==> src/rtl/cosine_inverse_pkg.sv <==
// Shared microstepper constants for the cosine table and its inverse search.
package cosine_inverse_pkg;

  localparam int COS_DEPTH = 64;
  localparam int COS_IDX_W = 6;
  localparam int COS_VAL_W = 8;
  localparam int COS_MIN   = 6;

  typedef enum logic [1:0] {
    ST_IDLE   = 2'd0,
    ST_SEARCH = 2'd1,
    ST_HOLD   = 2'd2
  } state_t;

  // A count of 64 means every entry exceeds the value; the index pins to the last entry.
  function automatic logic [COS_IDX_W-1:0] clamp_index(input logic [COS_IDX_W:0] count);
    if (count[COS_IDX_W]) begin
      clamp_index = 6'd63;
    end else begin
      clamp_index = count[COS_IDX_W-1:0];
    end
  endfunction

endpackage

==> src/rtl/cosine_inverse_if.sv <==
// Request/result handshake bundle between a requester and cosine_inverse.
interface cosine_inverse_if;
  import cosine_inverse_pkg::*;

  logic                 in_valid;
  logic                 in_ready;
  logic [COS_VAL_W-1:0] in_value;
  logic                 in_sign;
  logic                 out_valid;
  logic                 out_ready;
  logic [COS_IDX_W:0]   out_index;
  logic                 out_sat;

  modport master (
    output in_valid, in_value, in_sign, out_ready,
    input  in_ready, out_valid, out_index, out_sat
  );

  modport slave (
    input  in_valid, in_value, in_sign, out_ready,
    output in_ready, out_valid, out_index, out_sat
  );

endinterface

==> src/rtl/cosine_inverse_cosine.sv <==
// Microstepper quarter-wave cosine table: round(255*cos(i*pi/128)), i = 0..63.
// Monotone non-increasing, minimum entry 6 at index 63. Purely combinational.
module cosine
  import cosine_inverse_pkg::*;
(
  input  logic [COS_IDX_W-1:0] addr,
  output logic [COS_VAL_W-1:0] value
);

  // Table lookup.
  always_comb begin
    value = 8'd0;
    case (addr)
      6'd0:  value = 8'd255;
      6'd1:  value = 8'd255;
      6'd2:  value = 8'd255;
      6'd3:  value = 8'd254;
      6'd4:  value = 8'd254;
      6'd5:  value = 8'd253;
      6'd6:  value = 8'd252;
      6'd7:  value = 8'd251;
      6'd8:  value = 8'd250;
      6'd9:  value = 8'd249;
      6'd10: value = 8'd247;
      6'd11: value = 8'd246;
      6'd12: value = 8'd244;
      6'd13: value = 8'd242;
      6'd14: value = 8'd240;
      6'd15: value = 8'd238;
      6'd16: value = 8'd236;
      6'd17: value = 8'd233;
      6'd18: value = 8'd231;
      6'd19: value = 8'd228;
      6'd20: value = 8'd225;
      6'd21: value = 8'd222;
      6'd22: value = 8'd219;
      6'd23: value = 8'd215;
      6'd24: value = 8'd212;
      6'd25: value = 8'd208;
      6'd26: value = 8'd205;
      6'd27: value = 8'd201;
      6'd28: value = 8'd197;
      6'd29: value = 8'd193;
      6'd30: value = 8'd189;
      6'd31: value = 8'd185;
      6'd32: value = 8'd180;
      6'd33: value = 8'd176;
      6'd34: value = 8'd171;
      6'd35: value = 8'd167;
      6'd36: value = 8'd162;
      6'd37: value = 8'd157;
      6'd38: value = 8'd152;
      6'd39: value = 8'd147;
      6'd40: value = 8'd142;
      6'd41: value = 8'd136;
      6'd42: value = 8'd131;
      6'd43: value = 8'd126;
      6'd44: value = 8'd120;
      6'd45: value = 8'd115;
      6'd46: value = 8'd109;
      6'd47: value = 8'd103;
      6'd48: value = 8'd98;
      6'd49: value = 8'd92;
      6'd50: value = 8'd86;
      6'd51: value = 8'd80;
      6'd52: value = 8'd74;
      6'd53: value = 8'd68;
      6'd54: value = 8'd62;
      6'd55: value = 8'd56;
      6'd56: value = 8'd50;
      6'd57: value = 8'd44;
      6'd58: value = 8'd37;
      6'd59: value = 8'd31;
      6'd60: value = 8'd25;
      6'd61: value = 8'd19;
      6'd62: value = 8'd13;
      6'd63: value = 8'd6;
      default: value = 8'd6;
    endcase
  end

endmodule

==> src/rtl/cosine_inverse.sv <==
// Inverse cosine lookup: successive-approximation search over the cosine table
// that counts entries greater than the requested magnitude (7 search cycles).
// Optional feature macro COSINE_INVERSE_QUADRANT_EN mirrors the index into the
// second quarter period when in_sign is set.
module cosine_inverse
  import cosine_inverse_pkg::*;
(
  input  logic             clk,
  input  logic             reset,
  cosine_inverse_if.slave  bus
);

  state_t               state_r;
  logic [COS_VAL_W-1:0] value_r;
  logic [COS_IDX_W:0]   acc_r;
  logic [2:0]           bit_r;
  logic                 in_ready_r;
  logic                 out_valid_r;
  logic [COS_IDX_W:0]   out_index_r;
  logic                 out_sat_r;
`ifdef COSINE_INVERSE_QUADRANT_EN
  logic                 sign_r;
`else
  logic                 unused_sign_s;
  assign unused_sign_s = bus.in_sign;
`endif

  logic [COS_IDX_W:0]   trial_s;
  logic                 in_range_s;
  logic [COS_IDX_W-1:0] addr_s;
  logic [COS_VAL_W-1:0] entry_s;
  logic [COS_IDX_W:0]   acc_next_s;
  logic [COS_IDX_W-1:0] idx6_s;
  logic [COS_IDX_W:0]   index_s;

  cosine u_cosine (
    .addr  (addr_s),
    .value (entry_s)
  );

  // Probe the table at trial count t (address t-1) and keep t if that entry still exceeds the value.
  always_comb begin
    trial_s    = acc_r | (7'd1 << bit_r);
    in_range_s = (trial_s <= 7'd64);
    addr_s     = trial_s[COS_IDX_W-1:0] - 6'd1;
    if (in_range_s && (entry_s > value_r)) begin
      acc_next_s = trial_s;
    end else begin
      acc_next_s = acc_r;
    end
  end

  // Final index from the completed count, optionally mirrored by the latched sign.
  always_comb begin
    idx6_s  = clamp_index(acc_next_s);
    index_s = {1'b0, idx6_s};
`ifdef COSINE_INVERSE_QUADRANT_EN
    if (sign_r) begin
      index_s = 7'd127 - {1'b0, idx6_s};
    end else begin
      index_s = {1'b0, idx6_s};
    end
`endif
  end

  // Control FSM with registered handshake and result outputs.
  always_ff @(posedge clk) begin
    if (reset) begin
      state_r     <= ST_IDLE;
      value_r     <= 8'd0;
      acc_r       <= 7'd0;
      bit_r       <= 3'd6;
      in_ready_r  <= 1'b1;
      out_valid_r <= 1'b0;
      out_index_r <= 7'd0;
      out_sat_r   <= 1'b0;
`ifdef COSINE_INVERSE_QUADRANT_EN
      sign_r      <= 1'b0;
`endif
    end else begin
      case (state_r)
        ST_IDLE: begin
          if (bus.in_valid) begin
            value_r    <= bus.in_value;
`ifdef COSINE_INVERSE_QUADRANT_EN
            sign_r     <= bus.in_sign;
`endif
            acc_r      <= 7'd0;
            bit_r      <= 3'd6;
            in_ready_r <= 1'b0;
            state_r    <= ST_SEARCH;
          end
        end
        ST_SEARCH: begin
          acc_r <= acc_next_s;
          if (bit_r == 3'd0) begin
            out_index_r <= index_s;
            out_sat_r   <= (acc_next_s == 7'd64);
            out_valid_r <= 1'b1;
            state_r     <= ST_HOLD;
          end else begin
            bit_r <= bit_r - 3'd1;
          end
        end
        ST_HOLD: begin
          if (bus.out_ready) begin
            out_valid_r <= 1'b0;
            in_ready_r  <= 1'b1;
            state_r     <= ST_IDLE;
          end
        end
        default: begin
          out_valid_r <= 1'b0;
          in_ready_r  <= 1'b1;
          state_r     <= ST_IDLE;
        end
      endcase
    end
  end

  assign bus.in_ready  = in_ready_r;
  assign bus.out_valid = out_valid_r;
  assign bus.out_index = out_index_r;
  assign bus.out_sat   = out_sat_r;

endmodule

==> src/flat_wrapper.sv <==
// flat-port wrapper written by rule: the top's interface ports become plain ports
module cosine_inverse_flat import cosine_inverse_pkg::*;
  (clk, reset, bus_in_valid, bus_in_value, bus_in_sign, bus_out_ready, bus_in_ready, bus_out_valid, bus_out_index, bus_out_sat);
  cosine_inverse_if bus_i ();
  input  logic clk;
  input  logic reset;
  input wire logic [$bits(bus_i.in_valid)-1:0] bus_in_valid;
  input wire logic [$bits(bus_i.in_value)-1:0] bus_in_value;
  input wire logic [$bits(bus_i.in_sign)-1:0] bus_in_sign;
  input wire logic [$bits(bus_i.out_ready)-1:0] bus_out_ready;
  output wire logic [$bits(bus_i.in_ready)-1:0] bus_in_ready;
  output wire logic [$bits(bus_i.out_valid)-1:0] bus_out_valid;
  output wire logic [$bits(bus_i.out_index)-1:0] bus_out_index;
  output wire logic [$bits(bus_i.out_sat)-1:0] bus_out_sat;
  assign bus_i.in_valid = bus_in_valid;
  assign bus_i.in_value = bus_in_value;
  assign bus_i.in_sign = bus_in_sign;
  assign bus_i.out_ready = bus_out_ready;
  assign bus_in_ready = bus_i.in_ready;
  assign bus_out_valid = bus_i.out_valid;
  assign bus_out_index = bus_i.out_index;
  assign bus_out_sat = bus_i.out_sat;
  cosine_inverse u_core (.clk(clk), .reset(reset), .bus(bus_i));
endmodule
==> config.mk <==
export PLATFORM = sky130hd
export DESIGN_NAME = cosine_inverse_flat
export DESIGN_NICKNAME = d
export VERILOG_FILES = /design/src/rtl/cosine_inverse_pkg.sv /design/src/rtl/cosine_inverse_if.sv /design/src/rtl/cosine_inverse_cosine.sv /design/src/rtl/cosine_inverse.sv /design/src/flat_wrapper.sv
export SDC_FILE = /design/constraint.sdc
export NUM_CORES = 1
export LEC_CHECK = 0
export CORE_MARGIN = 3
export CORE_UTILIZATION = 55
export DETAILED_ROUTE_END_ITERATION = 16
export GPL_ROUTABILITY_DRIVEN = 0
export PLACE_DENSITY = 0.86
export SKIP_LAST_GASP = 1
export SYNTH_ARGS = -nofsm -noshare
export SYNTH_HDL_FRONTEND = slang
export SYNTH_SLANG_ARGS = --single-unit
==> constraint.sdc <==
create_clock -name clk -period 5.6 [get_ports clk]
set_clock_uncertainty 0.05 [all_clocks]
set_input_delay 1.12 -clock clk [delete_from_list [all_inputs] [get_ports clk]]
set_output_delay 1.12 -clock clk [all_outputs]
set_load 0.02 [all_outputs]
# Yosys cells after proc, flatten, opt, wreduce, memory -nomap -nowiden
# Memory sizes are Yosys's and may differ from the RTL's.
# Index checks and enable logic that the tools add are counted.
# op_classes
shift,1
n_bitwise,3
multipliers,0
magnitude_cmp,2
n_reduce_logical,11
div,0
n_eq_ne,7
n_mux,17
add_sub_neg,2
# ops
op,n
$mux 7,2
$pmux 7 s2,1
$reduce_and 3->1,4
$gt 8x8->1,1
$eq 7x7->1 const B,1
$le 7x7->1 const B,1
$or 7x7->7,1
$shl 1x3->7 const A,1
$mux 2,3
$mux 3,2
$mux 6,1
$ne 2x2->1 const B,3
$pmux 1 s3,2
$pmux 2 s3,1
$pmux 3 s2,1
$reduce_and 2->1,3
$sub 6x1->6 const B,1
$mux 1,4
$logic_not 3->1,1
$sub 3x1->3 const B,1
$eq 2x1->1 const B,1
$eq 2x2->1 const B,1
$logic_not 2->1,1
$ne 2x1->1 const B,1
3 further kinds,4
# word_totals
register_bits,29
in_bits,13
mem_bits_rw,0
word_cells,52
memories,1
latchBits,0
romBits,512
# mem_list
memory,words,width,read_ports,rd_clocked_by_memory_dff,wr,line,source
(no name shown),64,8,1,0,0,cosine_inverse_cosine.sv:13,case (addr)

# Longest topological paths before layout
# Gate-level depths: netlist (run 1).
# An unclocked memory read counts as a cell.
# depth
depth_word,8
mapped_depth,24

# Hierarchy
# From an unflattened synthesis (run 1), not the netlist that was laid out.
# hier_totals
hier_cells,314
area_unflattened_um2,2383.5
# by_module_without_submodules
module,area_per_inst_um2,n_inst,seq_area_each_um2,cells_per_inst
cosine_inverse,1629.1,1,580.6,209
cosine,754.5,1,0.0,105

# Least setup slack after synthesis (run 1)
# OpenSTA, ideal clock, no wires.
# synth_path
kind,reg-to-reg
startpoint,register u_core.bit_r[0]
endpoint,register u_core.acc_r[0]
stages_incl_launch_ff,23
required_ps,5434
arrival_time_ps,4514
slack_ps,919
path_cell_list,dfxtp_1 inv_1 ha_1 nor2b_1 nor2_1 clkbuf_1 ha_1 clkbuf_1 or3_1 buf_2 and2_4 buf_6 ha_1 o21ai_1 nor2_1 o32ai_1 ha_1 nand3_1 nor2_1 a32o_1 a211oi_4 nand2_2 a41o_1
# synth_via
elab_chain_len,8
# synth_lines
item,line,source
from (decl),cosine_inverse.sv:16,logic [2:0] bit_r;
from (signal assigned),cosine_inverse.sv:102,bit_r <= bit_r - 3'd1;
$shl 1x3->7 (*),cosine_inverse.sv:43,trial_s = acc_r | (7'd1 << bit_r);
$or 7x7->7 (*),cosine_inverse.sv:43,
$sub 6x1->6,cosine_inverse.sv:45,addr_s = trial_s[COS_IDX_W-1:0] - 6'd1;
$mem_v2 64x8,--,
$gt 8x8->1,cosine_inverse.sv:46,if (in_range_s && (entry_s > value_r)) begin
$logic_and 1x1->1,cosine_inverse.sv:46,
$mux 7 (*),cosine_inverse.sv:46,
$pmux 7 s2 (*),cosine_inverse.sv:81,case (state_r)
to (signal assigned),cosine_inverse.sv:95,acc_r <= acc_next_s;
to (decl),cosine_inverse.sv:15,logic [COS_IDX_W:0] acc_r;
# Every way passes the cells marked *; elsewhere a longest branch is shown, timed or not.
# A chain may end at the register's enable or synchronous reset.

# Worst setup path after layout (run 1)
# Ends and elaborated chain as after synthesis.

==> flow_metrics.py, run 1 <==
metrics = {
    "synth": {
        "synth_area_leaders": "dfxtp_1 (21%), ha_1 (9.6%), a21oi_1 (6.0%)",
        "yosysWarnings": 0,
        "synthFlopType": "dfxtp_1",
        "async_flop_share_pct": 0,
        "ys_ff_latch": 29,
        "synthCells": 371,
        "synth_fp_nets": 405,
        "ys_types": 71,
        "avgSynthCellArea_um2": 7.39,
        "syn_area_mm2": 0.00274,
        "yosys.area.top_type": "dfxtp_1",
        "yosysSeqAreaShare_pct": 21.2,
        "synth-edff-count": 0,
        "synth_top_area_share_pct": 21.2,
    },
    "worst_setup_path": {
        "r2r_cells": 19,
        "endpoint_kind": "flip-flop",
        "cpLargestDelayFamily": "simple AND/OR/NAND/NOR gates",
        "path_buf_inv": 2,
        "crit_type": "flip-flop to flip-flop",
        "worstPathCellList": "inv_1 > ha_1 > nor2b_1 > nor2_1 > buf_4 > ha_1 > or3_1 > and2_4 > ha_1 > o21ai_1 > nor2_1 > o32ai_1 > ha_1 > nand3_1 > nor2_1 > a32o_1 > a211oi_4 > nand2_2 > a41o_1",
        "cpMostUsedCell": "ha_1",
        "slowest_stage": "or3_1",
        "arrival_ps": 5190,
        "max_stage_delay_ps": 510,
        "crit_fanout": 15,
        "worstPathRequired_ps": 5720,
        "worst-path-stages": 19,
        "startpoint_type": "flip-flop",
    },
    "sta": {
        "setup_viol": 0,
        "finalCriticalPeriod_ps": 5060,
        "setup_slack_ps": 539,
        "hold_viol": 0,
        "rsz0062_at_grt": "no",
        "finalCritPeriodShare_pct": 90.4,
        "setup_tns_ps": 0,
        "fmax_ghz": 0.198,
        "maxSlewViolCount": 0,
        "relSlewSlack_pct": 40.5,
        "tightestPinTransition_ps": 885,
    },
    "power": {
        "clkPwrFrac_pct": 30.6,
        "power_density_mw_per_mm2": 177,
        "sw_frac_of_total_pct": 32.5,
        "switching_power_mw": 0.174,
        "power_frac_seq_pct": 40.9,
        "leakage_nw": 1.16,
        "ir_drop_v": 0.000203,
        "p_int_mw": 0.362,
        "power_frac_comb_pct": 28.5,
    },
    "clock_tree": {
        "clkTransAtPathRegs_ps": 60,
        "tritoncts": "yes",
        "clkSinkCount": 29,
        "post_cts_resized": 0,
        "cts_buffers": 5,
        "post_cts_buffers": 0,
        "htreeDepth": 2,
        "clk_latency_ps": 280,
        "cts_root_buf": "clkbuf_8",
        "cts.path.max_buffers": 2,
        "cts_hold_buf": 0,
    },
    "grt": {
        "grt_pass1_vias": 2609,
        "grt_max_degree": 27,
        "grt_pass1_wl_mm": 12.4,
        "grt_use_total_pct": 25.1,
        "antenna_found_initial": 0,
        "grt.overflow.total": 0,
    },
    "finish": {
        "stdcell_count": 447,
        "final_area_mm2": 0.00303,
        "nets": 413,
        "drive_gt1_share_pct": 8.42,
        "num_antenna_cells": 0,
        "nFillCells": 430,
        "area_delta_synth_final_pct": 10.5,
    },
    "drt": {
        "dr.pass1.iters": 6,
        "vias": 2909,
        "avgViaCountPerCell": 6.51,
        "routedWlPerCell_um": 16.2,
        "drt_iter0_drc": 505,
        "drt_wl_total_mm": 7.25,
        "drc": 0,
        "antenna_left": 0,
    },
    "die": {
        "rows": 25,
        "die_area_mm2": 0.00587,
        "coreArea_mm2": 0.00479,
        "die_x_um": 76.6,
        "initial_core_util_pct": 57.3,
        "die-height_um": 76.6,
        "io-pin-count": 23,
    },
    "run": {
        "maxCapViolCount": 0,
    },
    "placement": {
        "dp_hpwl_mm": 5.13,
        "place_ws_ps": 631,
        "dp_cells": 439,
        "io_buffers": 20,
        "place_area_mm2": 0.00295,
    },
    "min_path": {
        "holdPathStages": 2,
        "hold_class": "flip-flop to flip-flop",
    },
    "status": {
        "outcome": "finished clean",
    },
}
cells by family after synthesis:
family	Yosys count	share of synthesized area, %
simple gates	125	22.9
compound gates	139	34.8
flops	29	21.2
buf+inv	45	7.39
mux	3	1.14
fa+ha+maj	21	9.58
xor+xnor	8	2.83
other cells	1	0.137
placed cells by master, fill, tap and decap left out, drive strengths merged, types with 4 or more instances in the layout:
cell,netlist,routed
a21oi,35,35
dfxtp,29,29
clkdlybuf4s50,0,20
o21ai,25,25
a21o,4,4
a211oi,18,18
nand3,9,9
clkbuf,13,6
xnor2,7,7
buf,12,6
nor3,14,14
inv,20,20
nand2,39,39
nor2b,5,5
o31ai,5,5
o22ai,7,7
nand2b,8,8
nor2,29,29
ha,21,21
o211ai,7,7
metal layers:
metal,part of all wire [%],track usage (%),vias up
met1,43,34.8,1318
met4,2.3,9.42,0
met2,46,39.7,178
met5,0,0,-
met3,8.9,2.96,22
li1,-,-,1391
power by group through the flow:
| stage | registers (mW) | clock network [mW] | logic [mW] |
|---|---|---|---|
| finish | 0.220 | 0.164 | 0.153 |
| global route | 0.220 | 0.174 | 0.169 |
| CTS | 0.219 | 0.168 | 0.152 |
| detailed placement | 0.224 | 0 | 0.150 |
| global placement | 0.224 | 0 | 0.146 |
| floorplan | 0.223 | 0 | 0.114 |
worst paths after layout:
| check | slack (ps) | from | end |
|---|---|---|---|
| setup reg to reg | 540 | u_core.bit_r[0]$_SDFFE_PP0P_ | u_core.acc_r[0]$_SDFFE_PP0P_ |
| setup / recovery | 540 | u_core.bit_r[0]$_SDFFE_PP0P_ | u_core.acc_r[0]$_SDFFE_PP0P_ |
| hold / removal | 410 | u_core.value_r[3]$_SDFFE_PP0P_ | u_core.value_r[3]$_SDFFE_PP0P_ |
| hold reg to reg | 410 | u_core.value_r[3]$_SDFFE_PP0P_ | u_core.value_r[3]$_SDFFE_PP0P_ |
state kept, by name, summed over array words and instances, names as in the netlist:
name                  flops
u_core.acc_r              7
u_core.bit_r              3
u_core.bus.in_ready       1
u_core.bus.out_index      6
u_core.bus.out_sat        1
u_core.bus.out_valid      1
u_core.state_r            2
u_core.value_r            8
worst reg2reg max path: stages (launching register included):
cell,delay [ps]
dfxtp_1,340
inv_1,140
ha_1,270
nor2b_1,380
nor2_1,70
buf_4,210
ha_1,240
or3_1,510
and2_4,260
ha_1,300
o21ai_1,140
nor2_1,60
o32ai_1,380
ha_1,320
nand3_1,120
nor2_1,60
a32o_1,280
a211oi_4,400
nand2_2,180
a41o_1,270
layout make-up:
class                   count  area [um2]  share of cell area (%)
well taps                  67        83.8                    2.77
multi-input cells         297        1960                    64.6
flip-flops and latches     29         581                    19.2
inverters                  20        80.1                    2.64
repair buffers             26         245                    8.09
clock buffers               6        72.6                    2.39
clock inverters             2        10.0                   0.330
cells in the mapped netlist, types with 3 or more instances:
cell	instances
a211oi_1	16
a21o_1	4
a21oi_1	33
a22o_1	3
a311oi_1	3
a31oi_1	3
and3_1	3
buf_2	8
buf_4	3
clkbuf_1	13
dfxtp_1	29
ha_1	21
inv_1	19
nand2_1	38
nand2b_1	8
nand3_1	9
nor2_1	28
nor2b_1	4
nor3_1	13
o211ai_1	7
o21ai_0	23
o22ai_1	7
o311ai_0	3
o31ai_1	5
o32ai_1	3
xnor2_1	6
metrics by stage:
stage | power (mW) | util [%] | hold WS (ps)
floorplan | 0.337 | - | 386
global placement | 0.369 | 61.6 | 395
detailed placement | 0.374 | 61.6 | 397
CTS | 0.539 | 63.3 | 406
global route | 0.564 | 63.3 | 436
finish | 0.537 | 63.3 | 406
Power figures use the tool's default switching activity.
==> run 2: changes to the inputs <==
--- a/config.mk
+++ b/config.mk
@@ -11,6 +11,7 @@
 export GPL_ROUTABILITY_DRIVEN = 0
 export PLACE_DENSITY = 0.86
 export SKIP_LAST_GASP = 1
+export SLEW_MARGIN = 15
 export SYNTH_ARGS = -nofsm -noshare
 export SYNTH_HDL_FRONTEND = slang
 export SYNTH_SLANG_ARGS = --single-unit
==> results of run 2 <==
No change in the layout: final DEF, timing and power equal those of run 1.
==> run 3: changes to the inputs <==
--- a/config.mk
+++ b/config.mk
@@ -5,6 +5,7 @@
 export SDC_FILE = /design/constraint.sdc
 export NUM_CORES = 1
 export LEC_CHECK = 0
+export CAP_MARGIN = 20
 export CORE_MARGIN = 3
 export CORE_UTILIZATION = 55
 export DETAILED_ROUTE_END_ITERATION = 16
==> results of run 3 <==
No change in the layout: final DEF, timing and power equal those of run 1.
